<file path="config.mk">
export PLATFORM = sky130hd
export DESIGN_NAME = alarm_clock_core
export DESIGN_NICKNAME = d
export VERILOG_FILES = /design/src/rtl/alarm_clock_core.sv
export SDC_FILE = /design/constraint.sdc
export NUM_CORES = 1
export LEC_CHECK = 0
export BUFFER_PORTS_ARGS = -buffer_cell sky130_fd_sc_hd__buf_2
export CAP_MARGIN = 30
export CELL_PAD_IN_SITES_DETAIL_PLACEMENT = 1
export CELL_PAD_IN_SITES_GLOBAL_PLACEMENT = 1
export CORE_ASPECT_RATIO = 0.8
export CORE_MARGIN = 2
export CORE_UTILIZATION = 53
export CTS_BUF_LIST = sky130_fd_sc_hd__clkbuf_4 sky130_fd_sc_hd__clkbuf_8
export CTS_CLUSTER_DIAMETER = 40
export DETAILED_ROUTE_END_ITERATION = 8
export GPL_ROUTABILITY_DRIVEN = 0
export HOLD_SLACK_MARGIN = 0.1
export PLACE_DENSITY_LB_ADDON = 0.25
export SETUP_SLACK_MARGIN = 0.1
export SLEW_MARGIN = 10
export SYNTH_ARGS = -nofsm -noshare
export SYNTH_HDL_FRONTEND = slang
export SYNTH_SLANG_ARGS = --single-unit
export TNS_END_PERCENT = 10
</file>
<file path="constraint.sdc">
create_clock -name masCLK -period 5.6 [get_ports masCLK]
set_input_delay 0.84 -clock masCLK [delete_from_list [all_inputs] [get_ports masCLK]]
set_output_delay 0.84 -clock masCLK [all_outputs]
set_load 0.03 [all_outputs]
</file>
<file path="src/rtl/alarm_clock_core.sv">
`default_nettype none
// ============================================================================
//  Module      : alarm_clock_core
//  Description : Time-of-day counter (24 h hh:mm:ss) with a self-generated
//                1 s tick, N_ALARMS programmable alarm registers and a
//                ring / snooze state machine with automatic ring timeout.
//
//  Ports
//    masCLK      system clock
//    Reset       asynchronous active-high reset
//    set_time    strobe: load set_hour:set_min:00 into the time counter
//    set_alarm   strobe: load set_hour:set_min into alarm[alarm_sel]
//    alarm_sel   alarm index for set_alarm
//    set_hour    hour value 0..23 for set_time / set_alarm
//    set_min     minute value 0..59 for set_time / set_alarm
//    alarm_en    per-alarm enable levels
//    dismiss     strobe: stop ringing / cancel snooze
//    snooze      strobe: postpone ringing by SNOOZE_MIN minutes
//    tick_1s     one-cycle pulse per second
//    hour/min/sec current time
//    ring        alarm sounding
//    ring_id     index of the ringing alarm (holds last value)
//
//  Build option
//    ALARM_SNOOZE_EN : when defined, the SNOOZE state and snooze timer exist.
//                      When undefined, the snooze input is ignored.
//
//  Revision    : 1.0 - initial release
// ============================================================================
module alarm_clock_core #(
    parameter int CLK_HZ     = 100_000_000,
    parameter int N_ALARMS   = 4,
    parameter int RING_SEC   = 60,
    parameter int SNOOZE_MIN = 5,
    localparam int AW        = (N_ALARMS > 1) ? $clog2(N_ALARMS) : 1
) (
    input  logic                masCLK,
    input  logic                Reset,
    input  logic                set_time,
    input  logic                set_alarm,
    input  logic [AW-1:0]       alarm_sel,
    input  logic [4:0]          set_hour,
    input  logic [5:0]          set_min,
    input  logic [N_ALARMS-1:0] alarm_en,
    input  logic                dismiss,
    input  logic                snooze,
    output logic                tick_1s,
    output logic [4:0]          hour,
    output logic [5:0]          min,
    output logic [5:0]          sec,
    output logic                ring,
    output logic [AW-1:0]       ring_id
);

    localparam int            PW        = (CLK_HZ > 1) ? $clog2(CLK_HZ) : 1;
    localparam logic [PW-1:0] PRESC_MAX = PW'(CLK_HZ - 1);
    localparam int            RTW       = $clog2(RING_SEC + 1);
    localparam logic [RTW-1:0] RING_LOAD = RTW'(RING_SEC);

    localparam logic [1:0] ST_IDLE   = 2'd0;
    localparam logic [1:0] ST_RING   = 2'd1;
`ifdef ALARM_SNOOZE_EN
    localparam logic [1:0] ST_SNOOZE = 2'd2;
    localparam int            STW         = $clog2(SNOOZE_MIN * 60 + 1);
    localparam logic [STW-1:0] SNOOZE_LOAD = STW'(SNOOZE_MIN * 60);
`endif

    // ------------------------------------------------------------------
    // Registers
    // ------------------------------------------------------------------
    logic [PW-1:0]  presc_q, presc_d;
    logic [4:0]     hour_q, hour_d;
    logic [5:0]     min_q, min_d;
    logic [5:0]     sec_q, sec_d;
    logic [4:0]     alarm_hour_q [N_ALARMS];
    logic [4:0]     alarm_hour_d [N_ALARMS];
    logic [5:0]     alarm_min_q  [N_ALARMS];
    logic [5:0]     alarm_min_d  [N_ALARMS];
    logic [1:0]     state_q, state_d;
    logic [AW-1:0]  ring_id_q, ring_id_d;
    logic [RTW-1:0] ring_tmr_q, ring_tmr_d;
`ifdef ALARM_SNOOZE_EN
    logic [STW-1:0] snz_tmr_q, snz_tmr_d;
`else
    // snooze and SNOOZE_MIN have no function in this build
    logic [31:0]    unused_snooze_cfg;
    assign unused_snooze_cfg = {snooze, 31'(SNOOZE_MIN)};
`endif

    logic           time_wr;
    logic           alarm_wr;
    logic           top_of_min;
    logic           match_hit;
    logic [AW-1:0]  match_idx;
    logic           ring_alive;

    // Tick is a decode of the prescaler terminal count; it is high for the
    // single cycle before the edge on which the time advances.
    assign tick_1s = (presc_q == PRESC_MAX);

    assign time_wr  = set_time && (set_hour <= 5'd23) && (set_min <= 6'd59);
    assign alarm_wr = set_alarm && (set_hour <= 5'd23) && (set_min <= 6'd59)
                      && (32'(alarm_sel) < 32'(N_ALARMS));

    // ------------------------------------------------------------------
    // Prescaler and time-of-day
    // ------------------------------------------------------------------
    always_comb begin
        presc_d    = tick_1s ? '0 : presc_q + PW'(1);
        hour_d     = hour_q;
        min_d      = min_q;
        sec_d      = sec_q;
        top_of_min = 1'b0;
        // A valid set_time swallows a coincident tick, so no match can
        // be raised from that tick either.
        if (tick_1s && !time_wr) begin
            if (sec_q == 6'd59) begin
                sec_d      = '0;
                top_of_min = 1'b1;
                if (min_q == 6'd59) begin
                    min_d  = '0;
                    hour_d = (hour_q == 5'd23) ? '0 : hour_q + 5'd1;
                end else begin
                    min_d  = min_q + 6'd1;
                end
            end else begin
                sec_d = sec_q + 6'd1;
            end
        end
        if (time_wr) begin
            presc_d = '0;
            hour_d  = set_hour;
            min_d   = set_min;
            sec_d   = '0;
        end
    end

    // ------------------------------------------------------------------
    // Alarm registers
    // ------------------------------------------------------------------
    always_comb begin
        alarm_hour_d = alarm_hour_q;
        alarm_min_d  = alarm_min_q;
        for (int i = 0; i < N_ALARMS; i++) begin
            if (alarm_wr && (alarm_sel == AW'(i))) begin
                alarm_hour_d[i] = set_hour;
                alarm_min_d[i]  = set_min;
            end
        end
    end

    // Match against the next-state time; descending scan leaves the lowest
    // matching index in match_idx.
    always_comb begin
        match_hit = 1'b0;
        match_idx = '0;
        for (int i = N_ALARMS - 1; i >= 0; i--) begin
            if (top_of_min && alarm_en[i] &&
                (alarm_hour_q[i] == hour_d) && (alarm_min_q[i] == min_d)) begin
                match_hit = 1'b1;
                match_idx = AW'(i);
            end
        end
    end

    // ------------------------------------------------------------------
    // FSM: state register
    // ------------------------------------------------------------------
    always_ff @(posedge masCLK or posedge Reset) begin
        if (Reset) begin
            presc_q    <= '0;
            hour_q     <= '0;
            min_q      <= '0;
            sec_q      <= '0;
            state_q    <= ST_IDLE;
            ring_id_q  <= '0;
            ring_tmr_q <= '0;
`ifdef ALARM_SNOOZE_EN
            snz_tmr_q  <= '0;
`endif
            for (int i = 0; i < N_ALARMS; i++) begin
                alarm_hour_q[i] <= '0;
                alarm_min_q[i]  <= '0;
            end
        end else begin
            presc_q    <= presc_d;
            hour_q     <= hour_d;
            min_q      <= min_d;
            sec_q      <= sec_d;
            state_q    <= state_d;
            ring_id_q  <= ring_id_d;
            ring_tmr_q <= ring_tmr_d;
`ifdef ALARM_SNOOZE_EN
            snz_tmr_q  <= snz_tmr_d;
`endif
            for (int i = 0; i < N_ALARMS; i++) begin
                alarm_hour_q[i] <= alarm_hour_d[i];
                alarm_min_q[i]  <= alarm_min_d[i];
            end
        end
    end

    // ------------------------------------------------------------------
    // FSM: next state and timers
    // ------------------------------------------------------------------
    assign ring_alive = alarm_en[ring_id_q];

    always_comb begin
        state_d    = state_q;
        ring_id_d  = ring_id_q;
        ring_tmr_d = ring_tmr_q;
`ifdef ALARM_SNOOZE_EN
        snz_tmr_d  = snz_tmr_q;
`endif
        case (state_q)
            ST_IDLE: begin
                if (match_hit) begin
                    state_d    = ST_RING;
                    ring_id_d  = match_idx;
                    ring_tmr_d = RING_LOAD;
                end
            end
            ST_RING: begin
                if (tick_1s) begin
                    ring_tmr_d = ring_tmr_q - RTW'(1);
                end
                // Timeout fires on the tick that would take the timer to 0.
                if (dismiss || !ring_alive || (tick_1s && ring_tmr_q == RTW'(1))) begin
                    state_d = ST_IDLE;
                end
`ifdef ALARM_SNOOZE_EN
                else if (snooze) begin
                    state_d   = ST_SNOOZE;
                    snz_tmr_d = SNOOZE_LOAD;
                end
`endif
            end
`ifdef ALARM_SNOOZE_EN
            ST_SNOOZE: begin
                if (tick_1s) begin
                    snz_tmr_d = snz_tmr_q - STW'(1);
                end
                if (dismiss || !ring_alive) begin
                    state_d = ST_IDLE;
                end else if (tick_1s && snz_tmr_q == STW'(1)) begin
                    state_d    = ST_RING;
                    ring_tmr_d = RING_LOAD;
                end
            end
`endif
            default: begin
                state_d = ST_IDLE;
            end
        endcase
    end

    // ------------------------------------------------------------------
    // FSM: outputs
    // ------------------------------------------------------------------
    always_comb begin
        ring = (state_q == ST_RING);
    end

    assign hour    = hour_q;
    assign min     = min_q;
    assign sec     = sec_q;
    assign ring_id = ring_id_q;

endmodule
`default_nettype wire

</file>
# Word-level counts from Yosys, hierarchy flattened
# Index checks and enable logic that the tools add are counted.
dict set report totals {
  reg_bits 98
}
dict set report op_classes {
  n_addsub 5
  order_cmp 3
  eq_ne 20
  mux 32
  reduce_logical 33
}
# cell count
set ops {}
lappend ops {{$mux 27} 2}
lappend ops {{$mux 6} 9}
lappend ops {{$add 27x1->27 const B} 1}
lappend ops {{$eq 27x27->1 const B} 1}
lappend ops {{$mux 5} 5}
lappend ops {{$eq 6x6->1} 4}
lappend ops {{$logic_and 1x1->1} 22}
lappend ops {{$eq 5x5->1} 4}
lappend ops {{$add 6x1->6 const B} 2}
lappend ops {{$eq 6x6->1 const B} 2}
lappend ops {{$mux 2} 6}
lappend ops {{$pmux 6 s2} 1}
lappend ops {{$mux 1} 7}
lappend ops {{$eq 6x1->1 const B} 1}
lappend ops {{$le 6x6->1 const B} 1}
lappend ops {{$sub 6x1->6 const B} 1}
lappend ops {{$add 5x1->5 const B} 1}
lappend ops {{$eq 5x5->1 const B} 1}
lappend ops {{$le 5x5->1 const B} 1}
lappend ops {{$eq 2x1->1 const B} 2}
lappend ops {{$eq 2x2->1 const B} 2}
lappend ops {{$logic_not 2->1} 2}
lappend ops {{$ne 2x2->1 const B} 2}
lappend ops {{$pmux 2 s2} 1}
lappend ops {{8 further kinds} 12}

# Longest topological paths before layout
# Gate-level depths: netlist (run 1).
dict set report logic_depth {
  ltp_word 16
  mapped_depth 14
}

# Worst setup path before layout (run 1)
# No wires, ideal clock.
dict set report synth_timing {
  path_kind {in2reg}
  from {input port set_hour[3]}
  to {register ring_id_q[0], in the netlist ring_id[0]}
  setup_time_ns 0.119
  arrival_time_ns 3.324
  t_required_ns 5.481
  slack_ns 2.157
  stages 11
  cell_sequence {clkbuf_1 a21bo_2 nor2_1 o22ai_1 mux2_4 xor2_2 o21ai_1 a2111o_1 or4_1 a21o_1 o21a_1}
}
dict set report synth_between {
  elab_chain_len 15
  word_cells_on_any_way 39
}
# element line
set synth_lines {}
lappend synth_lines {{start, declared} 42} ;# input logic [4:0] set_hour,
lappend synth_lines {{$le 5x5->1} 101} ;# assign time_wr = set_time && (set_hour <= 5'd23) && (set_min <= 6'd59);
lappend synth_lines {{$logic_and 1x1->1 (2 in a row)} 101}
lappend synth_lines {{$logic_not 1->1} 116} ;# if (tick_1s && !time_wr) begin
lappend synth_lines {{$logic_and 1x1->1} 116}
lappend synth_lines {{$mux 5} 116}
lappend synth_lines {{$mux 5} 130} ;# if (time_wr) begin
lappend synth_lines {{$eq 5x5->1} 159} ;# (alarm_hour_q[i] == hour_d) && (alarm_min_q[i] == min_d)) begin
lappend synth_lines {{$logic_and 1x1->1} 158} ;# if (top_of_min && alarm_en[i] &&
lappend synth_lines {{$logic_and 1x1->1} 159}
lappend synth_lines {{$mux 1 (4 in a row)} 158}
lappend synth_lines {{$reduce_and 2->1 (no line)} n/a}
lappend synth_lines {{end signal, assigned} 191} ;# ring_id_q <= ring_id_d;
lappend synth_lines {{end, declared} 80} ;# logic [AW-1:0] ring_id_q, ring_id_d;
# Several ways; a longest one is shown, not always the timed one.
# A chain may end at the register's enable or synchronous reset.

# Final worst setup path (run 1)
dict set report layout_timing {
  from {register presc_q[0]}
  to {register ring_tmr_q[5]}
}
dict set report layout_between {
  elab_chain_len 13
  word_cells_on_any_way 34
}
# element line
set layout_lines {}
lappend layout_lines {{start, declared} 71} ;# logic [PW-1:0] presc_q, presc_d;
lappend layout_lines {{start signal, assigned} 186} ;# presc_q <= presc_d;
lappend layout_lines {{$eq 27x27->1 (*)} 99} ;# assign tick_1s = (presc_q == PRESC_MAX);
lappend layout_lines {{$logic_and 1x1->1} 116}
lappend layout_lines {{$mux 5} 116}
lappend layout_lines {{$mux 5} 130}
lappend layout_lines {{$eq 5x5->1} 159}
lappend layout_lines {{$logic_and 1x1->1} 158}
lappend layout_lines {{$logic_and 1x1->1} 159}
lappend layout_lines {{$mux 1 (4 in a row)} 158}
lappend layout_lines {{$ne 2x2->1 (no line)} n/a}
lappend layout_lines {{$reduce_and 3->1 (no line) (*)} n/a}
lappend layout_lines {{end signal, assigned} 192} ;# ring_tmr_q <= ring_tmr_d;
lappend layout_lines {{end, declared} 81} ;# logic [RTW-1:0] ring_tmr_q, ring_tmr_d;
# Mark *: on every way between the ends. The rest lies on a longest branch, timed or not.

==> results.toml, run 1 <==
[clocking]
htreeDepth = 3
postCtsResizedCells = 0
clk_pin_slew_ns = 0.10
cts_buffers = 9
postCtsSetupRepairBufs = 0
clk_path_buf_depth = 2
cts_hold_buffers = 0
clock_latency_ns = 0.39
cts_sinks = 97
cts_tree = "yes"
clock-root-buffer = "clkbuf_8"

[synth]
yosysWarnings = 0
synth_edf_count = 0
synth_top_area_cell = "dfrtp_1"
ys_seq_area_share_pct = 41.6
synthMostInstantiatedCell = "dfrtp_1"
yosys-top-cells-count = "dfrtp_1 (97), nor2_1 (61), nand2_1 (55), mux2_2 (35)"
synth.distinct_cells = 74
ys_async_sr_fraction_pct = 100
yosysTopAreaCellShare_pct = 41.6
netlist_instances = 611
synthTopCellsByArea = "dfrtp_1 (42%), mux2_2 (6.8%), xor2_1 (5.0%)"
ys_ff_latch = 97
ys.flop_type = "dfrtp_1"
syn_nets = 640
synth_area_um2 = 5840
syn-mean-instance-area_um2 = 9.55

[placement]
dp_slack_ns = 1.19
port_buffers = 42
dpl_cell_area_um2 = 6210
dp_hpwl_um = 13500

[routing]
wl_per_cell_um = 22.9
remaining_drc_errors = 0
viasPerCell = 6.54
wl_um = 18300
drt_iter0_markers = 438
drt_first_pass_iters = 5
vias = 5229
ant_nets = 0

[timing]
max-slew-margin-rel_pct = 44.4
worst_slack_ns = 1.34
tns_ns = 0
period_share_pct = 76.0
tightestPinTransition_ns = 0.832
finalSetupViolations = 0
rsz0062_at_grt = "no"
max_freq_mhz = 235
slew_viol_final = 0
min_period_ns = 4.26
finalHoldViolCount = 0
clock_skew_ns = 0.00772

[critical_path]
critPathKind = "flip-flop to flip-flop"
crit_start = "presc_q[0]"
max_stage_delay_ns = 0.50
cp-end-kind = "flip-flop"
crit_required_ns = 5.91
path_cells = "ha_1 > and4_1 > and4_1 > nand2_1 > inv_2 > or3_1 > o41ai_1 > or4_1 > or4_1 > o41a_1 > nand3b_4 > a2bb2oi_2"
critPathTopFamily = "simple AND/OR/NAND/NOR gates"
cp_max_fo = 12
start_kind = "flip-flop"
worstReg2RegStart = "presc_q[0]"
slowest_stage = "and4_1"
worstPathArrival_ns = 4.57
critical_path_buf_inv_count = 1

[grt]
grt_pass1_vias = 5356
grt_usage_pct = 32.6
antenna_found_initial = 0
grt_pass1_wl_um = 29500
grt_overflow_total = 0
grt_max_degree = 65

[min_path]
hp-class = "input pin to async pin"

[floorplanning]
ios = 44
rows = 34
dieArea_um2 = 11900
fp.dieH_um = 97.9
start_util_pct = 54.0
die_x_um = 121
core-area_um2 = 10800

[layout]
num-nets-final = 679
final_cell_area_um2 = 6430
ff_latch_area_um2 = 2430
multi_input_area_um2 = 3250
drive_gt1_share_pct = 19.4
syn2layout_area_growth_pct = 10.2
fillerInstances = 1261
diodes = 0

[power]
cellPowerDensity_nw_per_um2 = 279
power.leakage_nw = 2.79
ir_worst_vdd_v = 0.000163

[run]
max_cap_viol_count = 0

[run_status]
status = "completed"
==> state kept, by name, summed over array words and instances (netlist names) <==
signal        cells
presc_q          27
ring_tmr_q        6
alarm_min_q      24
min               6
hour              5
state_q           1
sec               6
alarm_hour_q     20
ring_id           2
==> kinds of logic (layout without fill, tap and decap cells) <==
group,count (synthesis),after routing,share of synthesized area [%]
buf+inv,41,85,2.79
flops,97,97,41.6
fa+ha+maj,6,6,1.29
xor+xnor,48,48,7.33
simple gates,253,253,24.3
compound gates,127,127,14.9
mux,39,39,7.76
==> worst paths after layout <==
kind	to	slack (ns)	cells past startpoint
setup reg to reg	ring_tmr_q[5]	1.34	12
min in group masCLK	presc_q[0]	0.49	1
hold reg to reg	presc_q[0]	0.49	1
max in group asynchronous	sec[5]	4.32	4
hold / removal	presc_q[23]	0.34	2
setup / recovery	ring_tmr_q[5]	1.34	12
==> power by group <==
group | leakage (nW) | switching, W | internal [W]
Sequential | 1.23 | 0.000103 | 0.000786
Clock | 0.106 | 0.000261 | 0.000236
Combinational | 1.45 | 0.000235 | 0.000173
==> cell usage in the layout (no fill, tap or decap), types with 5 or more instances in the layout <==
master and n:
dfrtp_1 97, nor2_1 61, nand2_1 55, buf_2 42, mux2_2 35, xor2_1 33, o21ai_0 33, nand3_1 21
nor3_1 19, inv_1 18, a21oi_1 18, nand4_1 15, and3_1 14, xnor2_1 14, clkbuf_8 11, nor4_1 10
or3_1 10, o211ai_1 8, and4_1 7, o21a_1 7, and2_1 6, o21ai_1 6, a31oi_1 6, a211oi_1 6
or4_1 6, ha_1 6, nand3b_1 5, buf_4 5
==> through the flow <==
| stage | hold WS, ns | total power (W) | cells | util [%] |
|---|---|---|---|---|
| after CTS | 0.343 | 0.00179 | 798 | 59.4 |
| after global routing | 0.356 | 0.00188 | 799 | 59.5 |
| after floorplan | 0.448 | 0.00115 | 611 | - |
| after global placement | 0.464 | 0.00126 | 781 | 57.2 |
| final | 0.345 | 0.00179 | 799 | 59.5 |
| after detailed placement | 0.486 | 0.00130 | 782 | 57.5 |
==> area by class of cell <==
class                   count  share of cell area (%)
inverters                  20                    1.21
well taps                 144                    2.80
clock buffers              12                    2.47
repair buffers             49                    4.40
clock inverters             4                   0.798
multi-input cells         473                    50.6
flip-flops and latches     97                    37.8
==> metal layers <==
layer	vias to the layer above	GRT usage (%)	wire length [um]
li1	2318	-	-
met1	2640	44.6	8000
met2	226	50.5	8520
met3	45	7.65	1280
met4	0	12.4	528
met5	-	0	0
(Power assumes the default switching activity.)
==> run 2: changes to the inputs <==
--- a/config.mk
+++ b/config.mk
@@ -11,7 +11,7 @@
 export CELL_PAD_IN_SITES_GLOBAL_PLACEMENT = 1
 export CORE_ASPECT_RATIO = 0.8
 export CORE_MARGIN = 2
-export CORE_UTILIZATION = 53
+export CORE_UTILIZATION = 44
 export CTS_BUF_LIST = sky130_fd_sc_hd__clkbuf_4 sky130_fd_sc_hd__clkbuf_8
 export CTS_CLUSTER_DIAMETER = 40
 export DETAILED_ROUTE_END_ITERATION = 8
==> constraint.sdc (replaced) <==
create_clock -name masCLK -period 3.7 [get_ports masCLK]
set_input_delay 0.555 -clock masCLK [delete_from_list [all_inputs] [get_ports masCLK]]
set_output_delay 0.555 -clock masCLK [all_outputs]
set_load 0.03 [all_outputs]
==> run 2 against run 1 <==
Net effect:
- die area is 20% higher
- fmax is 20% higher
- non-clock buffer count is 47 higher
- critical path type unchanged
- critical endpoint is now ring_id[0]
==> results.toml, run 2 (synthesized netlist as in run 1, its figures left out) <==
[timing]
clock_skew_ns = 0.0116
max_freq_mhz = 283
finalHoldViolCount = 0
whs_ns = 0.242
tns_ns = 0
min_period_ns = 3.53
worst_slack_ns = 0.167
rsz0062_at_grt = "yes"
tightestPinTransition_ns = 0.814
max-slew-margin-rel_pct = 45.6
slew_viol_final = 0
period_share_pct = 95.5
finalSetupViolations = 0

[floorplanning]
ios = 44
die_x_um = 133
core-area_um2 = 12900
rows = 37
dieArea_um2 = 14200
fp.dieH_um = 107
start_util_pct = 45.2

[routing]
viasPerCell = 6.03
vias = 5286
ant_nets = 0
drt_first_pass_iters = 5
remaining_drc_errors = 0
wl_um = 19100
wl_per_cell_um = 21.7
drt_iter0_markers = 360

[placement]
dp_hpwl_um = 14200
dp_slack_ns = 0.00655
dpl_cell_area_um2 = 6530
port_buffers = 42

[run_status]
status = "completed"

[power]
ir_worst_vdd_v = 0.000293
cellPowerDensity_nw_per_um2 = 399
power.leakage_nw = 3.06
finalPower_w = 0.00277

[critical_path]
critPathTopFamily = "simple AND/OR/NAND/NOR gates"
max_stage_delay_ns = 0.54
cp-end-kind = "flip-flop"
r2r_slack_ns = 0.17
crit_required_ns = 3.99
cp_max_fo = 7
reg2regPathDepth = 10
critical_path_buf_inv_count = 1
worstPathArrival_ns = 3.82
r2r_end = "ring_id[0]"
path_cells = "nor4_4 > and4_1 > nand2_1 > buf_4 > nor4_2 > o211ai_1 > or4_1 > or4_1 > a21o_1 > o21a_1"
worstReg2RegStart = "presc_q[8]"
start_kind = "flip-flop"
slowest_stage = "or4_1"
critPathKind = "flip-flop to flip-flop"
critical_path.most_common_cell = "or4_1"

[clocking]
clock-root-buffer = "clkbuf_8"
clk_path_buf_depth = 2
clk_pin_slew_ns = 0.10
htreeDepth = 3
cts_tree = "yes"
cts_sinks = 97
clock_latency_ns = 0.40
cts_hold_buffers = 0
cts_buffers = 9

[grt]
grt_overflow_total = 0
grt_pass1_wl_um = 30600
antenna_found_initial = 0
grt_pass1_vias = 5513
grt_usage_pct = 28.0
grt_max_degree = 50

[layout]
largest-register = "presc_q"
diodes = 0
largest_reg_flops = 27
fillerInstances = 1486
reg_top3 = "presc_q x27, alarm_min_q x24, alarm_hour_q x20"
mostFrequentLayoutCells = "dfrtp_1 (94), nor2_1 (59), nand2_1 (54)"
drive_gt1_share_pct = 27.4
final_cell_area_um2 = 6950
final_common_cell = "dfrtp_1"
num-nets-final = 726
syn2layout_area_growth_pct = 19.0

[run]
max_cap_viol_count = 0

[min_path]
hp-class = "input pin to async pin"
## run 2: cell count changes in the layout (fill, tap and decap cells not counted), sizes merged
cell	delta
buf	+48
clkbuf	-2
clkinv	-1
clkinvlp	+1
inv	+1
## run 2: worst max-delay path by stage
stage	from	end	slack (ns)	cells past startpoint
2_1_floorplan	min[1]	ring_id[0]	0.47	11
3_3_place_gp	sec[0]	ring_id[0]	0.11	11
3_5_place_dp	sec[0]	ring_id[0]	0.007	11
4_1_cts	sec[0]	ring_tmr_q[5]	0.06	11
5_1_grt	presc_q[8]	ring_id[0]	0.05	10
6_report	presc_q[8]	ring_id[0]	0.17	10
## run 2: metal layers
metal | vias up | share of wire [%] | global-route usage [%]
met2 | 203 | 46 | 43.6
met4 | 0 | 1.0 | 6.53
met1 | 2647 | 46 | 38.7
met5 | - | 0 | 0
li1 | 2412 | - | -
met3 | 24 | 7.6 | 7.94
## run 2: stage by stage
step | util [%] | std cells
2_1_floorplan | - | 611
6_report | 53.8 | 877
4_1_cts | 52.4 | 865
5_1_grt | 53.8 | 877
3_3_place_gp | 50.5 | 849
3_5_place_dp | 50.5 | 849
## run 2: layout make-up
class                           count  area (um^2)  share of cell area (%)
Multi-Input combinational cell    473         3360                    48.4
Timing Repair Buffer               96          641                    9.22
Clock buffer                       11          151                    2.18
Inverter                           20         77.6                    1.12
Sequential cell                    97         2430                    35.0
Tap cell                          175          219                    3.15
Clock inverter                      5         62.6                   0.901
## run 2: repair_timing
action,4_1_cts,5_1_grt
pin swaps,0,6
buffers inserted,0,12
hold endpoints to repair,0,0
endpoints found under the setup margin,9,9
gates resized for setup,4,22
## run 2: report_power, final
| group | total (W) | switching, W | internal (W) |
|---|---|---|---|
| clock | 0.000752 | 0.000399 | 0.000353 |
| combinational | 0.000684 | 0.000385 | 0.000300 |
| sequential | 0.00134 | 0.000147 | 0.00119 |
| total | 0.00277 | 0.000931 | 0.00184 |
## run 2: worst register-to-register path, stage by stage, from the launching register on
cell and delay [ns]:
dfrtp_2 0.47, nor4_4 0.35, and4_1 0.35, nand2_1 0.16, buf_4 0.21, nor4_2 0.41
o211ai_1 0.15, or4_1 0.54, or4_1 0.53, a21o_1 0.18, o21a_1 0.09
